[src/rtl/ram_frame_reader_if.sv]
//------------------------------------------------------------------------------
// Module      : ram_frame_reader_if
// Description : RAM read port plus pixel stream bundle for the frame reader.
// Revision    : 1.0 - initial release
//------------------------------------------------------------------------------
`default_nettype none

interface ram_frame_reader_if;
  logic        RD_EN;
  logic [15:0] RD_ADDRESS;
  logic [7:0]  RAM_Q;
  logic [7:0]  PIX_DATA;
  logic        PIX_VALID;
  logic        PIX_READY;
  logic        PIX_SOF;
  logic        PIX_EOL;
  logic        PIX_EOF;

  modport master (
    output RD_EN, RD_ADDRESS, PIX_DATA, PIX_VALID, PIX_SOF, PIX_EOL, PIX_EOF,
    input  RAM_Q, PIX_READY
  );

  modport slave (
    input  RD_EN, RD_ADDRESS, PIX_DATA, PIX_VALID, PIX_SOF, PIX_EOL, PIX_EOF,
    output RAM_Q, PIX_READY
  );
endinterface

`default_nettype wire

[src/rtl/ram_frame_reader.sv]
//------------------------------------------------------------------------------
// Module      : ram_frame_reader
// Description : Reads a full frame from the pixel RAM on a frame-ready edge and
//               streams it downstream with valid/ready flow control.
// Revision    : 1.0 - initial release
//------------------------------------------------------------------------------
`default_nettype none

module ram_frame_reader #(
  parameter int COLS       = 250,
  parameter int ROWS       = 250,
  parameter int RD_LATENCY = 2,
  parameter int FIFO_DEPTH = 4
) (
  input  logic               RD_CLOCK,
  input  logic               RESET,
  input  logic               FRAME_READY,
  ram_frame_reader_if.master bus,
  output logic               BUSY,
  output logic               FRAME_DONE,
  output logic               FRAME_DROP
);

  localparam int              c_NPIX      = COLS * ROWS;
  localparam logic [15:0]     c_LAST_ADDR = 16'(c_NPIX - 1);
  localparam logic [15:0]     c_LAST_COL  = 16'(COLS - 1);
  localparam int              c_PTR_W     = (FIFO_DEPTH > 1) ? $clog2(FIFO_DEPTH) : 1;
  localparam int              c_CNT_W     = $clog2(FIFO_DEPTH + RD_LATENCY + 1);
  localparam logic [c_CNT_W-1:0] c_DEPTH  = c_CNT_W'(FIFO_DEPTH);
  localparam logic [c_CNT_W-1:0] c_ONE    = c_CNT_W'(1);

  typedef enum logic [1:0] {
    ST_IDLE  = 2'd0,
    ST_READ  = 2'd1,
    ST_DRAIN = 2'd2
  } state_t;

  state_t r_state;
  state_t w_state_next;

  logic              r_sync1;
  logic              r_sync2;
  logic              r_sync_d;
  logic [1:0]        r_sync_vld;
  logic              r_armed;
  logic              r_start;

  logic [15:0]       r_rd_addr;
  logic [15:0]       r_out_col;
  logic [15:0]       r_out_pix;

  logic [RD_LATENCY-1:0] r_pipe;
  logic [c_CNT_W-1:0]    r_in_flight;
  logic [c_CNT_W-1:0]    r_fifo_count;
  logic [c_PTR_W-1:0]    r_wptr;
  logic [c_PTR_W-1:0]    r_rptr;
  logic [7:0]            r_fifo_mem [FIFO_DEPTH];

  logic              w_rd_en;
  logic              w_frame_done;
  logic              w_frame_drop;
  logic              w_push;
  logic              w_pop;
  logic              w_fifo_valid;
  logic              w_credit;
  logic              w_out_eof;
  logic              w_enter_read;

  // The synchroniser's reset value is not a real sample of FRAME_READY, so a
  // start is only armed once a genuine low level has been seen after reset.
  always_ff @(posedge RD_CLOCK or negedge RESET) begin
    if (!RESET) begin
      r_sync1    <= 1'b0;
      r_sync2    <= 1'b0;
      r_sync_d   <= 1'b0;
      r_sync_vld <= 2'b00;
      r_armed    <= 1'b0;
      r_start    <= 1'b0;
    end else begin
      r_sync1    <= FRAME_READY;
      r_sync2    <= r_sync1;
      r_sync_d   <= r_sync2;
      r_sync_vld <= {r_sync_vld[0], 1'b1};
      if (r_sync_vld[1] && !r_sync2) begin
        r_armed <= 1'b1;
      end
      r_start    <= r_armed && r_sync2 && !r_sync_d;
    end
  end

  assign w_push       = r_pipe[RD_LATENCY-1];
  assign w_fifo_valid = (r_fifo_count != '0);
  assign w_pop        = w_fifo_valid && bus.PIX_READY;
  assign w_credit     = (r_fifo_count + r_in_flight) < c_DEPTH;
  assign w_out_eof    = (r_out_pix == c_LAST_ADDR);
  assign w_enter_read = (r_state == ST_IDLE) && r_start;

  always_ff @(posedge RD_CLOCK or negedge RESET) begin
    if (!RESET) begin
      r_state <= ST_IDLE;
    end else begin
      r_state <= w_state_next;
    end
  end

  always_comb begin
    w_state_next = r_state;
    w_rd_en      = 1'b0;
    w_frame_done = 1'b0;
    w_frame_drop = 1'b0;
    case (r_state)
      ST_IDLE: begin
        if (r_start) begin
          w_state_next = ST_READ;
        end
      end
      ST_READ: begin
        w_frame_drop = r_start;
        if (w_credit) begin
          w_rd_en = 1'b1;
          if (r_rd_addr == c_LAST_ADDR) begin
            w_state_next = ST_DRAIN;
          end
        end
      end
      ST_DRAIN: begin
        w_frame_drop = r_start;
        if ((r_in_flight == '0) && w_pop && w_out_eof) begin
          w_frame_done = 1'b1;
          w_state_next = ST_IDLE;
        end
      end
      default: begin
        w_state_next = ST_IDLE;
      end
    endcase
  end

  // Address, output position and read-pipeline bookkeeping.
  always_ff @(posedge RD_CLOCK or negedge RESET) begin
    if (!RESET) begin
      r_rd_addr    <= '0;
      r_out_col    <= '0;
      r_out_pix    <= '0;
      r_pipe       <= '0;
      r_in_flight  <= '0;
      r_fifo_count <= '0;
      r_wptr       <= '0;
      r_rptr       <= '0;
    end else begin
      if (w_enter_read) begin
        r_rd_addr <= '0;
      end else if (w_rd_en && (r_rd_addr != c_LAST_ADDR)) begin
        r_rd_addr <= r_rd_addr + 16'd1;
      end

      if (w_enter_read) begin
        r_out_col <= '0;
        r_out_pix <= '0;
      end else if (w_pop) begin
        r_out_col <= (r_out_col == c_LAST_COL) ? 16'd0 : r_out_col + 16'd1;
        if (!w_out_eof) begin
          r_out_pix <= r_out_pix + 16'd1;
        end
      end

      r_pipe      <= (r_pipe << 1) | RD_LATENCY'(w_rd_en);
      r_in_flight <= r_in_flight + (w_rd_en ? c_ONE : '0) - (w_push ? c_ONE : '0);

      if (w_push) begin
        r_wptr <= r_wptr + c_PTR_W'(1);
      end
      if (w_pop) begin
        r_rptr <= r_rptr + c_PTR_W'(1);
      end
      r_fifo_count <= r_fifo_count + (w_push ? c_ONE : '0) - (w_pop ? c_ONE : '0);
    end
  end

  always_ff @(posedge RD_CLOCK) begin
    if (w_push) begin
      r_fifo_mem[r_wptr] <= bus.RAM_Q;
    end
  end

  assign bus.RD_EN      = w_rd_en;
  assign bus.RD_ADDRESS = r_rd_addr;
  assign bus.PIX_VALID  = w_fifo_valid;
  assign bus.PIX_DATA   = w_fifo_valid ? r_fifo_mem[r_rptr] : 8'd0;
  assign bus.PIX_SOF    = w_fifo_valid && (r_out_pix == 16'd0);
  assign bus.PIX_EOL    = w_fifo_valid && (r_out_col == c_LAST_COL);
  assign bus.PIX_EOF    = w_fifo_valid && w_out_eof;

  assign BUSY       = (r_state != ST_IDLE);
  assign FRAME_DONE = w_frame_done;
  assign FRAME_DROP = w_frame_drop;

endmodule

`default_nettype wire
[src/flat_wrapper.sv]
// flat-port wrapper written by rule: the top's interface ports become plain ports
module ram_frame_reader_flat 
#(
  parameter int COLS       = 250,
  parameter int ROWS       = 250,
  parameter int RD_LATENCY = 2,
  parameter int FIFO_DEPTH = 4
)
  (RD_CLOCK, RESET, FRAME_READY, BUSY, FRAME_DONE, FRAME_DROP, bus_RD_EN, bus_RD_ADDRESS, bus_PIX_DATA, bus_PIX_VALID, bus_PIX_SOF, bus_PIX_EOL, bus_PIX_EOF, bus_RAM_Q, bus_PIX_READY);
  ram_frame_reader_if bus_i ();
  input  logic RD_CLOCK;
  input  logic RESET;
  input  logic FRAME_READY;
  output logic BUSY;
  output logic FRAME_DONE;
  output logic FRAME_DROP;
  output wire logic [$bits(bus_i.RD_EN)-1:0] bus_RD_EN;
  output wire logic [$bits(bus_i.RD_ADDRESS)-1:0] bus_RD_ADDRESS;
  output wire logic [$bits(bus_i.PIX_DATA)-1:0] bus_PIX_DATA;
  output wire logic [$bits(bus_i.PIX_VALID)-1:0] bus_PIX_VALID;
  output wire logic [$bits(bus_i.PIX_SOF)-1:0] bus_PIX_SOF;
  output wire logic [$bits(bus_i.PIX_EOL)-1:0] bus_PIX_EOL;
  output wire logic [$bits(bus_i.PIX_EOF)-1:0] bus_PIX_EOF;
  input wire logic [$bits(bus_i.RAM_Q)-1:0] bus_RAM_Q;
  input wire logic [$bits(bus_i.PIX_READY)-1:0] bus_PIX_READY;
  assign bus_RD_EN = bus_i.RD_EN;
  assign bus_RD_ADDRESS = bus_i.RD_ADDRESS;
  assign bus_PIX_DATA = bus_i.PIX_DATA;
  assign bus_PIX_VALID = bus_i.PIX_VALID;
  assign bus_PIX_SOF = bus_i.PIX_SOF;
  assign bus_PIX_EOL = bus_i.PIX_EOL;
  assign bus_PIX_EOF = bus_i.PIX_EOF;
  assign bus_i.RAM_Q = bus_RAM_Q;
  assign bus_i.PIX_READY = bus_PIX_READY;
  ram_frame_reader #(.COLS(COLS), .ROWS(ROWS), .RD_LATENCY(RD_LATENCY), .FIFO_DEPTH(FIFO_DEPTH)) u_core (.RD_CLOCK(RD_CLOCK), .RESET(RESET), .FRAME_READY(FRAME_READY), .bus(bus_i), .BUSY(BUSY), .FRAME_DONE(FRAME_DONE), .FRAME_DROP(FRAME_DROP));
endmodule
[config.mk]
export PLATFORM = sky130hd
export DESIGN_NAME = ram_frame_reader_flat
export DESIGN_NICKNAME = d
export VERILOG_FILES = /design/src/rtl/ram_frame_reader_if.sv /design/src/rtl/ram_frame_reader.sv /design/src/flat_wrapper.sv
export SDC_FILE = /design/constraint.sdc
export NUM_CORES = 1
export LEC_CHECK = 0
export CAP_MARGIN = 25
export CORE_UTILIZATION = 58
export CTS_BUF_LIST = sky130_fd_sc_hd__clkbuf_16
export DETAILED_ROUTE_END_ITERATION = 10
export GPL_TIMING_DRIVEN = 0
export PLACE_DENSITY = 0.79
export SYNTH_ARGS = -nofsm -noshare
export SYNTH_HDL_FRONTEND = slang
export SYNTH_SLANG_ARGS = --single-unit
export TNS_END_PERCENT = 50
[constraint.sdc]
create_clock -name RD_CLOCK -period 3.3 [get_ports RD_CLOCK]
set_input_delay 0.495 -clock RD_CLOCK [delete_from_list [all_inputs] [get_ports RD_CLOCK]]
set_output_delay 0.495 -clock RD_CLOCK [all_outputs]
set_load 0.005 [all_outputs]
; ---- After elaboration in Yosys (flattened, before gate mapping)
; Memories as Yosys holds them, arrays and structs flattened.
; Index checks and enable logic that the tools add are counted.
[totals]
ff_bits = 69
ramBits = 32
inputBits = 12
out_inout_bits = 32
wordCells = 86
memories = 1
[op_classes]
n_addsub = 10
magnitude_cmp = 1
n_eq_ne = 11
n_mux = 24
bitwise_logic = 1
reduce_logical = 23
[mem_list]
columns = memory, words, width, read_ports, rd_clocked_by_memory_dff, wr, line
row1 = u_core.r_fifo_mem, 4, 8, 1, 0, 1, ram_frame_reader.sv:57  ; logic [7:0] r_fifo_mem [FIFO_DEPTH];
[ops]
columns = cell, count
row1 = two-way mux 16 bit, 8
row2 = "adder 16 x 1 -> 16 bit, second input constant", 3
row3 = "== test 16 bit, second input constant", 2
row4 = "== test 16 x 8 -> 1 bit, second input constant", 1
row5 = zero test 16 bit, 1
row6 = "inequality test 16 bit, second input constant", 1
row7 = logical AND 1 bit, 11
row8 = two-way mux 1 bit, 10
row9 = adder 3 bit, 3
row10 = two-way mux 2 bit, 4
row11 = two-way mux 8 bit, 1
row12 = "inequality test 2 x 1 -> 1 bit, second input constant", 4
row13 = one-hot mux 2 bit (3 select lines), 1
row14 = nonzero test 2 bit, 3
row15 = subtractor 3 bit, 2
row16 = "adder 2 x 1 -> 2 bit, second input constant", 2
row17 = AND reduction 4 bit, 1
row18 = zero test 3 bit, 1
row19 = "< comparator 3 bit, second input constant", 1
row20 = nonzero test 3 bit, 1
row21 = "== test 2 x 1 -> 1 bit, second input constant", 1
row22 = "== test 2 bit, second input constant", 1
row23 = zero test 1 bit, 2
row24 = zero test 2 bit, 1
row25 = 4 further kinds, 4

; ---- Longest topological paths before layout
[logic_depth]
word_depth = 7
ltp_mapped = 10
mapped_depth_nobuf = 9

; ---- Worst setup path before layout
; No wires, ideal clock.
[synth_path]
kind = reg2reg
start = register u_core.r_fifo_count[1]
end = register u_core.r_in_flight[2]
setup_ns = 0.123
arrival_time_ns = 2.320
required_time_ns = 3.177
path_slack_ns = 0.857
stages_incl_launch_ff = 11
path_buffers = 1
period_less_slack_ns = 2.443
path_cell_list = dfrtp_1 -> ha_1 -> a31oi_1 -> xnor2_2 -> buf_4 -> nand2_1 -> ha_1 -> inv_1 -> ha_1 -> fa_1 -> xnor2_1
[synth_via]
elab_chain_cells = 7
[synth_rtl]
columns = item, line
row1 = "start, declared", ram_frame_reader.sv:54  ; logic [c_CNT_W-1:0] r_fifo_count;
row2 = "start signal, assigned", ram_frame_reader.sv:176  ; r_fifo_count <= r_fifo_count + (w_push ? c_ONE : '0) - (w_pop ? c_ONE : '0);
row3 = adder 3 bit, ram_frame_reader.sv:94  ; assign w_credit = (r_fifo_count + r_in_flight) < c_DEPTH;
row4 = < comparator 3 bit, ram_frame_reader.sv:94
row5 = two-way mux 1 bit, ram_frame_reader.sv:119  ; if (w_credit) begin
row6 = two-way mux 1 bit, ram_frame_reader.sv:111  ; case (r_state)
row7 = two-way mux 1 bit, ram_frame_reader.sv:168  ; r_in_flight <= r_in_flight + (w_rd_en ? c_ONE : '0) - (w_push ? c_ONE : '0);
row8 = adder 3 bit, ram_frame_reader.sv:168
row9 = subtractor 3 bit, ram_frame_reader.sv:168
row10 = "end signal, assigned", ram_frame_reader.sv:168
row11 = "end, declared", ram_frame_reader.sv:53  ; logic [c_CNT_W-1:0] r_in_flight;
; No other way between the ends.
; A chain may end at the register's enable or synchronous reset.

; ---- Worst setup path in the final report
[layout_path]
start = register u_core.r_out_pix[7]
end = output FRAME_DONE
[layout_via]
elab_chain_cells = 4
[layout_rtl]
columns = item, line
row1 = "start, declared", ram_frame_reader.sv:50  ; logic [15:0] r_out_pix;
row2 = "start signal, assigned", ram_frame_reader.sv:163  ; r_out_pix <= r_out_pix + 16'd1;
row3 = == test 16 bit, ram_frame_reader.sv:95  ; assign w_out_eof = (r_out_pix == c_LAST_ADDR);
row4 = logical AND 1 bit, ram_frame_reader.sv:128  ; if ((r_in_flight == '0) && w_pop && w_out_eof) begin
row5 = two-way mux 1 bit, ram_frame_reader.sv:128
row6 = two-way mux 1 bit, ram_frame_reader.sv:111
row7 = "end, declared", flat_wrapper.sv:15  ; output logic FRAME_DONE;
; No other way between the ends.

==> metrics <==
routed vias/inst 5.90; Pre-antenna DRT Iters 4; final hold vios 0; WL final 10200 um; final net count between 500 and 600; Mapped Area ~5000 sq um; CP max-delay cell clkdlybuf4s50_1; Peak supply drop about 0.00045 V; Worst Path Arrival 2480 ps; vias in the first global route around 3400; Sink Count 101; Gate Count Post-Synth about 440; Cell Pwr Density just under 600 nW/um^2; 1st-iter DRT viols ~220; non-filler cells, final 600; clk_lat worst skew 350 ps; worst r2r path cells 10; CP Capture Type output port; sequential cell area fraction in the yosys report 0.538; Ant. Diodes 0; crit-path leading delay family simple AND/OR/NAND/NOR gates; I/O Pins 44; Max Cap Violations 0; largest area contributor in the netlist dfrtp_1; synthesized area per cell about 11 sq um; total track usage 0.246; syn nets approximately 470; reg2reg setup slack ~620 ps; Post-synth ARST share 0.683; Cell Rows 33; relative slew slack 0.431; TritonCTS clock tree built; synthesized flop and latch total about 100; largest cells by area after synthesis dfrtp_1 (35%), edfxtp_1 (19%), ha_1 (4.5%); Area growth, synth to finish 17.3%; gpl congestion 0.849; leak pwr 2.44 nW; Slew @ Worst Pin around 850 ps; CP Max Fanout 10; Crit Path Class register to output port; placed cell areas ~5600 sq um; count of cell types in the netlist 57; fin crit share 0.901; Post-CTS Hold Buffers 0; yosys warns 0; Most used DFF post-synth dfrtp_1; Core Area ~8300 sq um; die width around 95 um; initial cell density of the core 0.605; fin area between 5000 and 6000 sq um; worst flop-to-flop path startpoint u_core.r_fifo_count[1]; Synth top area share 0.346; Post-Place Cells roughly 600; outcome finished, final reports clean; fillcell total between 500 and 600; htree depth 3; Inserted Clock Buffers 9; share of layout cells above drive strength 1 0.107; Remaining Overflow, GRT 0; DRC Markers 0; RR Endpoint u_core.r_in_flight[2]; remaining antenna violation count 0; Clock transition at path regs approximately 80 ps; Max clock buf depth 2; Worst Hold Slack around 260 ps; postcts setup bufs 0; Achievable Freq around 340 MHz; Hold Path Class primary input to async pin; # port buffers 43; Finish-stage setup viols 0; Post-synth EDFFs 32; Bufs and invs on worst path 3; antenna violations before repair 0; RSZ-0062 raised after global routing no; Die Y between 90 and 100 um; worst-path cell chain nor4_1, and4_1, buf_4, buf_6, and3_1, clkdlybuf4s50_1; DR vias between 3000 and 4000; final slew viol count 0; hpwl dp a little under 7000 um; first-pass GRT wire length between 15000 and 20000 um; CP Launch Type register; Root Buffer clkbuf_16; crit-path max cell delay slightly above 500 ps; worst endpoint required time approximately 2800 ps; Gates resized, CTS repair 0; die footprint ~9000 sq um; min cycle time layout between 2000 and 3000 ps; Final Total Pwr 3.48 mW; largest net degree at the start of global routing 70; Layout Skew 8.11 ps; routed len/inst between 15 and 20 um
[synthesized netlist by cell type (all sizes together), types with 2 or more instances]
| library cell | n |
|---|---|
| or3 | 6 |
| edfxtp | 32 |
| dfrtp | 69 |
| nor4b | 2 |
| clkbuf | 7 |
| nor3 | 5 |
| nor2 | 32 |
| o21ai | 12 |
| a31o | 3 |
| and2 | 17 |
| nor4bb | 2 |
| fa | 2 |
| ha | 18 |
| nor3b | 2 |
| xnor2 | 19 |
| a21oi | 14 |
| inv | 26 |
| and4 | 8 |
| a41oi | 5 |
| o21a | 2 |
| nand2b | 3 |
| nor4 | 18 |
| nand4 | 16 |
| nand3 | 14 |
| a211oi | 2 |
| xor2 | 13 |
| mux4 | 8 |
| buf | 11 |
| nand2 | 33 |
| a31oi | 9 |
| and3 | 12 |
[layout by cell type, fill, tap and decap left out, types with 15 or more instances in the layout]
master / instances
and2_1: 17
clkdlybuf4s50_1: 42
dfrtp_1: 69
edfxtp_1: 32
ha_1: 18
inv_1: 25
nand2_1: 32
nand4_1: 15
nor2_1: 31
xnor2_1: 18
[report_power, final]
part / total (mW) / internal [mW] / switching, mW
Combinational: 0.883 / 0.450 / 0.433
Clock: 1.05 / 0.538 / 0.517
Sequential: 1.54 / 1.41 / 0.138
Total: 3.48 / 2.39 / 1.09
[cells by family after synthesis]
family | after synthesis | synth area share
xor+xnor | 32 | 0.0576
flops | 101 | 0.538
fa+ha+maj | 20 | 0.0531
other cells | 1 | 0.000751
simple gates | 173 | 0.199
buf+inv | 44 | 0.0391
compound gates | 55 | 0.0726
mux | 10 | 0.0403
[worst max-delay path by stage]
| stage | to | slack, ps | startpoint | depth (start not counted) |
|---|---|---|---|---|
| finish | FRAME_DONE | 330 | u_core.r_out_pix[7] | 6 |
| global placement | u_core.bus.RD_ADDRESS[15] | -580 | RESET | 1 |
| global route | FRAME_DONE | 210 | u_core.r_out_pix[7] | 6 |
| detailed placement | FRAME_DONE | 570 | bus_PIX_READY | 6 |
| CTS | bus_RD_EN | 320 | u_core.r_fifo_count[1] | 7 |
| floorplan | u_core.r_in_flight[2] | 860 | u_core.r_fifo_count[1] | 10 |
[sequential cells by signal, indices dropped and copies added (netlist names)]
register,cells
u_core.r_in_flight,3
u_core.r_pipe,2
u_core.r_out_col,16
u_core.r_rptr,2
u_core.r_sync_d,1
u_core.r_sync2,1
u_core.r_out_pix,16
u_core.r_wptr,2
u_core.r_fifo_mem,32
u_core.r_sync1,1
u_core.r_state,2
u_core.r_armed,1
u_core.bus.RD_ADDRESS,16
u_core.r_start,1
u_core.r_fifo_count,3
u_core.r_sync_vld,2
[per-stage QoR]
step | setup slack [ps] | utilization | setup TNS [ps]
finish | 326 | 0.710 | 0
global route | 209 | 0.710 | 0
CTS | 320 | 0.710 | 0
detailed placement | 573 | 0.673 | 0
global placement | -582 | 0.673 | -39760
floorplan | 857 | - | 0
[worst register-to-register path: stages (launching register included)]
cell	delay, ps
dfrtp_1	440
ha_1	310
a31oi_1	270
xnor2_2	180
buf_4	210
nand2_1	110
ha_1	330
inv_1	40
ha_1	180
fa_1	370
xnor2_1	130
[per-layer routing]
metal,track usage,up-vias,part of all wire
met5,0,-,0
li1,-,1677,-
met3,0.0419,10,0.042
met2,0.394,85,0.48
met1,0.348,1768,0.47
met4,0.0682,0,0.0091
[cell type report]
type / instances / area, sq um / share of cell area
inverters: 26 / 97.6 / 0.0167
plain buffers: 18 / 97.6 / 0.0167
clock inverters: 7 / 80.1 / 0.0137
repair buffers: 43 / 428 / 0.0730
flip-flops and latches: 101 / 2690 / 0.459
clock buffers: 9 / 225 / 0.0384
multi-input cells: 291 / 2110 / 0.361
well taps: 105 / 131 / 0.0224
Power figures use the tool's default switching activity.
==> patch 1, RTL diff (config.mk and constraints unchanged) <==
`RD_LATENCY` is set to 2 in 2 places; all go to 1.
--- a/src/rtl/ram_frame_reader.sv
+++ b/src/rtl/ram_frame_reader.sv
@@ -11,3 +11,3 @@
   parameter int ROWS       = 250,
-  parameter int RD_LATENCY = 2,
+  parameter int RD_LATENCY = 1,
   parameter int FIFO_DEPTH = 4
--- a/src/flat_wrapper.sv
+++ b/src/flat_wrapper.sv
@@ -5,3 +5,3 @@
   parameter int ROWS       = 250,
-  parameter int RD_LATENCY = 2,
+  parameter int RD_LATENCY = 1,
   parameter int FIFO_DEPTH = 4
Behaviour: not the same (a bounded check fails within 10 cycles, from zero or initial values and one cycle with RESET low).
==> patch 1 against the original RTL <==
Synthesized cell count increased by 2.1%; design area decreased by 0.92%; worst setup slack got worse by 0.21 ns; register-to-register slack got worse by 0.23 ns; routed wire length decreased by 1.0%; total power decreased by 1.5%; area after synthesis decreased by 1.6%; non-clock buffer count decreased by 2; sequential cell count decreased by 1.
==> patch 1: results (changes against the original RTL) <==
{
  "run_status": {"value": "complete, no violations"},
  "drt_pass1_iterations": {"value": 5, "change": "+1"},
  "asyncSetResetFlopFracSynth": {"value": 0.680, "change": "-0.00317"},
  "dp.final_hpwl": {"value": 6830, "unit": "µm", "change": "-1.4%"},
  "fin_worst_skew": {"value": 0.00736, "unit": "ns", "change": "-0.000752 ns"},
  "layout-drive-gt1-share": {"value": 0.0755, "change": "-0.0315"},
  "netlist_top_cells_area": {"value": "sky130_fd_sc_hd__dfrtp_1 35%, sky130_fd_sc_hd__edfxtp_1 20%, sky130_fd_sc_hd__ha_1 4.6%"},
  "crit_start": {"value": "u_core.r_out_col[1]$_DFFE_PN0P_"},
  "critical-path-max-stage-delay": {"value": 0.54, "unit": "ns", "change": "+0.03 ns"},
  "drt_wl_total": {"value": 10100, "unit": "µm", "change": "-1.0%"},
  "power.leakage": {"value": 2.32, "unit": "nW", "change": "-4.6%"},
  "endpoint": {"value": "bus_PIX_EOL"},
  "detailroute.via_count": {"value": 3580, "change": "+1.1%"},
  "grt_max_degree": {"value": 69, "change": "-1.4%"},
  "finish.net_count": {"value": 530, "change": "+1.5%"},
  "first_pass_grt_wire_length": {"value": 17000, "unit": "µm", "change": "+1.4%"},
  "max_clock_freq": {"value": 314, "unit": "MHz", "change": "-6.7%"},
  "vdd_ir_drop_max": {"value": 0.000329, "unit": "V", "change": "-27%"},
  "synth.yosys.seq_area_share": {"value": 0.541, "change": "+0.00340"},
  "critPathArrivalTime": {"value": 2.69, "unit": "ns", "change": "+0.21 ns"},
  "synth.distinct_cells": {"value": 49, "change": "-14%"},
  "fillers": {"value": 586, "change": "-1.5%"},
  "worst-slew-pin-transition": {"value": 0.839, "unit": "ns", "change": "-0.0144 ns"},
  "r2r-end": {"value": "u_core.r_fifo_count[2]$_DFF_PN0_"},
  "synth_top_cells_by_count": {"value": "68 x sky130_fd_sc_hd__dfrtp_1, 36 x sky130_fd_sc_hd__nor2_1, 34 x sky130_fd_sc_hd__nand2_1"},
  "drtIter0Drc": {"value": 162, "change": "-26%"},
  "slowest_stage": {"value": "sky130_fd_sc_hd__or4bb_1"},
  "grt_pass1_vias": {"value": 3500, "change": "+2.6%"},
  "cts.repair_timing.setup_buffer_count": {"value": 0, "change": "unchanged"},
  "gr-usage-all-layers": {"value": 0.249, "change": "+0.00309"},
  "synthesis.nets": {"value": 477, "change": "+1.9%"},
  "setup.reg_to_reg.worst_slack": {"value": 0.39, "unit": "ns", "change": "-0.23 ns"},
  "cp_max_fo": {"value": 10, "change": "unchanged"},
  "gpl.final_weighted_congestion": {"value": 0.911, "change": "+7.3%"}
}
-- patch 1: cells by family (layout without fill, tap and decap cells) --
group	Yosys count	in the layout	share of synthesized area
other	1	1	0.000762
multiplexers	12	12	0.0450
buffers and inverters	39	97	0.0300
flip-flops	100	100	0.541
AO/OA/AOI/OAI	53	53	0.0628
AND/OR/NAND/NOR	187	187	0.204
XOR/XNOR	33	33	0.0626
adder cells (fa/ha/maj)	20	20	0.0539
-- patch 1: report_power, final --
group          switching [mW]  leakage, nW  internal, mW
Combinational           0.416         1.02         0.430
Sequential              0.136         1.17          1.39
Clock                   0.469        0.144         0.592
Total                    1.02         2.32          2.41
-- patch 1: how the worst min path moves through the flow --
stage,startpoint,to,depth (start not counted)
final,RESET,u_core.r_out_pix[6]$_DFFE_PN0P_,1
after global routing,RESET,u_core.r_out_pix[2]$_DFFE_PN0P_,1
after CTS,RESET,u_core.r_out_pix[2]$_DFFE_PN0P_,1
after detailed placement,u_core.r_sync1$_DFF_PN0_,u_core.r_sync2$_DFF_PN0_,0
after global placement,u_core.r_sync1$_DFF_PN0_,u_core.r_sync2$_DFF_PN0_,0
after floorplan,RESET,u_core.bus.RD_ADDRESS[0]$_DFFE_PN0P_,0
-- patch 1: area by class of cell --
cell class                 instances  area (µm²)  area share
sequential                       100        2660       0.459
multi-input combinational        306        2140       0.368
timing repair buffer              43         428      0.0737
clock buffer                       9         225      0.0388
tap                              105         131      0.0226
inverter                          22        82.6      0.0142
clock inverter                     7        76.3      0.0131
buffer                            16        65.1      0.0112
-- patch 1: through the flow --
stage | area, µm² | instances | hold WS [ns] | util
floorplan | 4920 | 445 | 0.199 | -
CTS | 5800 | 609 | 0.297 | 0.706
finish | 5810 | 608 | 0.270 | 0.707
detailed placement | 5480 | 593 | 0.336 | 0.667
global placement | 5480 | 593 | 0.346 | 0.667
global route | 5810 | 608 | 0.318 | 0.707
-- patch 1: repair_timing --
item / 4_1_cts / 5_1_grt
endpoints found under the hold margin: 0 / 0
gates resized for setup: 4 / 2
setup endpoints to repair: 2 / 2
pin swaps: 0 / 1
-- patch 1: worst max-delay path, delay by kind of cell, from the launching register on --
kind | cells | cell delay [ns]
AND/OR/NAND/NOR | 3 | 0.95
buffers and inverters | 3 | 0.81
adder cells (fa/ha/maj) | 1 | 0.14
flip-flops | 1 | 0.45
-- patch 1: per-layer routing --
layer,track usage,wire (µm),part of all wire,vias to the layer above
met2,0.404,4990,0.49,110
met3,0.0574,503,0.050,15
met5,0,0,0,-
li1,-,-,-,1698
met4,0.0782,146,0.014,0
met1,0.334,4450,0.44,1757
==> patch 2, RTL diff (same settings) <==
Without the edit above. The 3 states of `state_t` get a one-hot encoding in 3 bits.
--- a/src/rtl/ram_frame_reader.sv
+++ b/src/rtl/ram_frame_reader.sv
@@ -31,6 +31,6 @@
 
-  typedef enum logic [1:0] {
-    ST_IDLE  = 2'd0,
-    ST_READ  = 2'd1,
-    ST_DRAIN = 2'd2
+  typedef enum logic [2:0] {
+    ST_IDLE  = 3'b001,
+    ST_READ  = 3'b010,
+    ST_DRAIN = 3'b100
   } state_t;
Behaviour: no difference found for any inputs over 10 cycles, from zero or initial values and one cycle with RESET low; not proved beyond that.
==> patch 2 against the original RTL <==
Sequential power is 3% higher; sequential share of layout area fell by 0.070 points; total power is 8.7% higher; die area grew 1.2%; worst setup slack lost 0.12 ns; sequential cell count rose by 1; utilization increased by 0.092 points; design area is 1.1% higher; routed wire length is 0.49% lower; area after synthesis grew 1.2%; critical path depth is 2 lower; worst hold slack better by 0.030 ns; count of clock-buffer cells in the layout is 1 higher; largest power group unchanged; highest routed layer unchanged.
==> patch 2: results (changes against the original RTL) <==
{
  "run_status": {"value": "complete, no violations"},
  "netlist_top_cells_area": {"value": "sky130_fd_sc_hd__dfrtp_1 34%, sky130_fd_sc_hd__edfxtp_1 19%, sky130_fd_sc_hd__mux4_2 3.6%"},
  "largest-register": {"value": "u_core.r_fifo_mem"},
  "synth_top_cells_by_count": {"value": "69 x sky130_fd_sc_hd__dfrtp_1, 37 x sky130_fd_sc_hd__nand2_1, 32 x sky130_fd_sc_hd__edfxtp_1"},
  "crit_start": {"value": "u_core.r_out_pix[8]$_DFFE_PN0P_"},
  "synth.distinct_cells": {"value": 62, "change": "+8.8%"},
  "finish.net_count": {"value": 529, "change": "+1.3%"},
  "clk_pin_slew": {"value": 0.07, "unit": "ns"},
  "setup.reg_to_reg.worst_slack": {"value": 0.46, "unit": "ns", "change": "-0.16 ns"},
  "synthesis.nets": {"value": 475, "change": "+1.5%"},
  "post_synth_mux_area_share": {"value": 0.0455, "change": "+0.00522"},
  "viasPerCell": {"value": 6.02, "change": "+2.1%"},
  "asyncSetResetFlopFracSynth": {"value": 0.686, "change": "+0.00311"},
  "h-tree-depth": {"value": 3, "change": "unchanged"},
  "critical-path-max-stage-delay": {"value": 0.59, "unit": "ns", "change": "+0.08 ns"},
  "critPathArrivalTime": {"value": 2.60, "unit": "ns", "change": "+0.12 ns"},
  "synth.yosys.seq_area_share": {"value": 0.537, "change": "-0.00106"},
  "power.leakage": {"value": 2.34, "unit": "nW", "change": "-3.8%"},
  "switchingPower": {"value": 1.14, "unit": "mW", "change": "+4.9%"},
  "vdd_ir_drop_max": {"value": 0.000320, "unit": "V", "change": "-29%"},
  "synth-adder-area-share": {"value": 0.0426, "change": "-0.0105"},
  "synth-compound-area-share": {"value": 0.0975, "change": "+0.0249"},
  "worst-slew-pin-transition": {"value": 0.894, "unit": "ns", "change": "+0.0406 ns"},
  "grt_pass1_vias": {"value": 3568, "change": "+4.6%"},
  "layout-drive-gt1-share": {"value": 0.111, "change": "+0.00360"},
  "gpl.final_weighted_congestion": {"value": 0.854, "change": "+0.58%"},
  "cp_max_fo": {"value": 7, "change": "-3"},
  "cts.repair_timing.setup_buffer_count": {"value": 0, "change": "unchanged"},
  "synth_xor_area_frac": {"value": 0.0416, "change": "-0.0160"},
  "gr-usage-all-layers": {"value": 0.248, "change": "+0.00158"},
  "worst-r2r-cell-count": {"value": 11, "change": "+1"},
  "drt_wl_total": {"value": 10100, "unit": "µm", "change": "-0.49%"},
  "grt_max_degree": {"value": 71, "change": "+1.4%"},
  "dp.final_hpwl": {"value": 6800, "unit": "µm", "change": "-1.9%"},
  "fillers": {"value": 591, "change": "-0.67%"},
  "first_pass_grt_wire_length": {"value": 17000, "unit": "µm", "change": "+1.6%"},
  "fin_worst_skew": {"value": 0.0105, "unit": "ns", "change": "+0.00242 ns"},
  "max_clock_freq": {"value": 323, "unit": "MHz", "change": "-4.0%"},
  "drtIter0Drc": {"value": 217, "change": "-0.46%"},
  "dpl_worst_slack": {"value": 0.305, "unit": "ns", "change": "-0.268 ns"}
}
patch 2: cell types whose count changed after synthesis, moves of 5 or more:
cell / before / now
sky130_fd_sc_hd__a21oi_1: 14 / 24
sky130_fd_sc_hd__clkbuf_1: 7 / 2
sky130_fd_sc_hd__nand2_1: 32 / 37
sky130_fd_sc_hd__nand3_1: 14 / 22
sky130_fd_sc_hd__nor2_1: 31 / 21
sky130_fd_sc_hd__nor4_2: 5 / 0
sky130_fd_sc_hd__o21ai_0: 12 / 19
sky130_fd_sc_hd__o21ai_1: 0 / 9
sky130_fd_sc_hd__or3_1: 5 / 11
sky130_fd_sc_hd__xnor2_1: 18 / 13
sky130_fd_sc_hd__xor2_1: 13 / 6
patch 2: metrics by stage:
stage               instance area (µm²)  TNS (ns)  utilization  hold slack, ns  std cells
floorplan                          5050         0            -           0.199        447
global placement                   5620    -48.27        0.673           0.339        595
detailed placement                 5610         0        0.673           0.341        595
CTS                                5930         0        0.711           0.325        611
global route                       5930         0        0.711           0.364        611
finish                             5930         0        0.711           0.285        611
patch 2: metal layers:
layer  vias up  share of wire  GRT usage
met1      1826           0.45      0.328
met5         -              0          0
met3        16          0.044     0.0415
met2       108           0.49      0.412
met4         0          0.015     0.0896
li1       1729              -          -
patch 2: area by class of cell:
cell class              count  area [µm²]  area share
clock inverters             6        62.6      0.0106
plain buffers              18         120      0.0203
inverters                  26        97.6      0.0165
multi-input cells         301        2120       0.358
well taps                 105         131      0.0222
repair buffers             43         428      0.0722
flip-flops and latches    102        2710       0.458
clock buffers              10         250      0.0422
patch 2: power groups by stage:
stage                     Clock (mW)  Sequential, mW  Combinational (mW)
after global placement             0            1.60                1.06
after CTS                       1.11            1.59                1.13
after detailed placement           0            1.61                1.11
after global routing            1.15            1.61                1.24
after floorplan                    0            1.58               0.752
final                           1.09            1.59                1.11
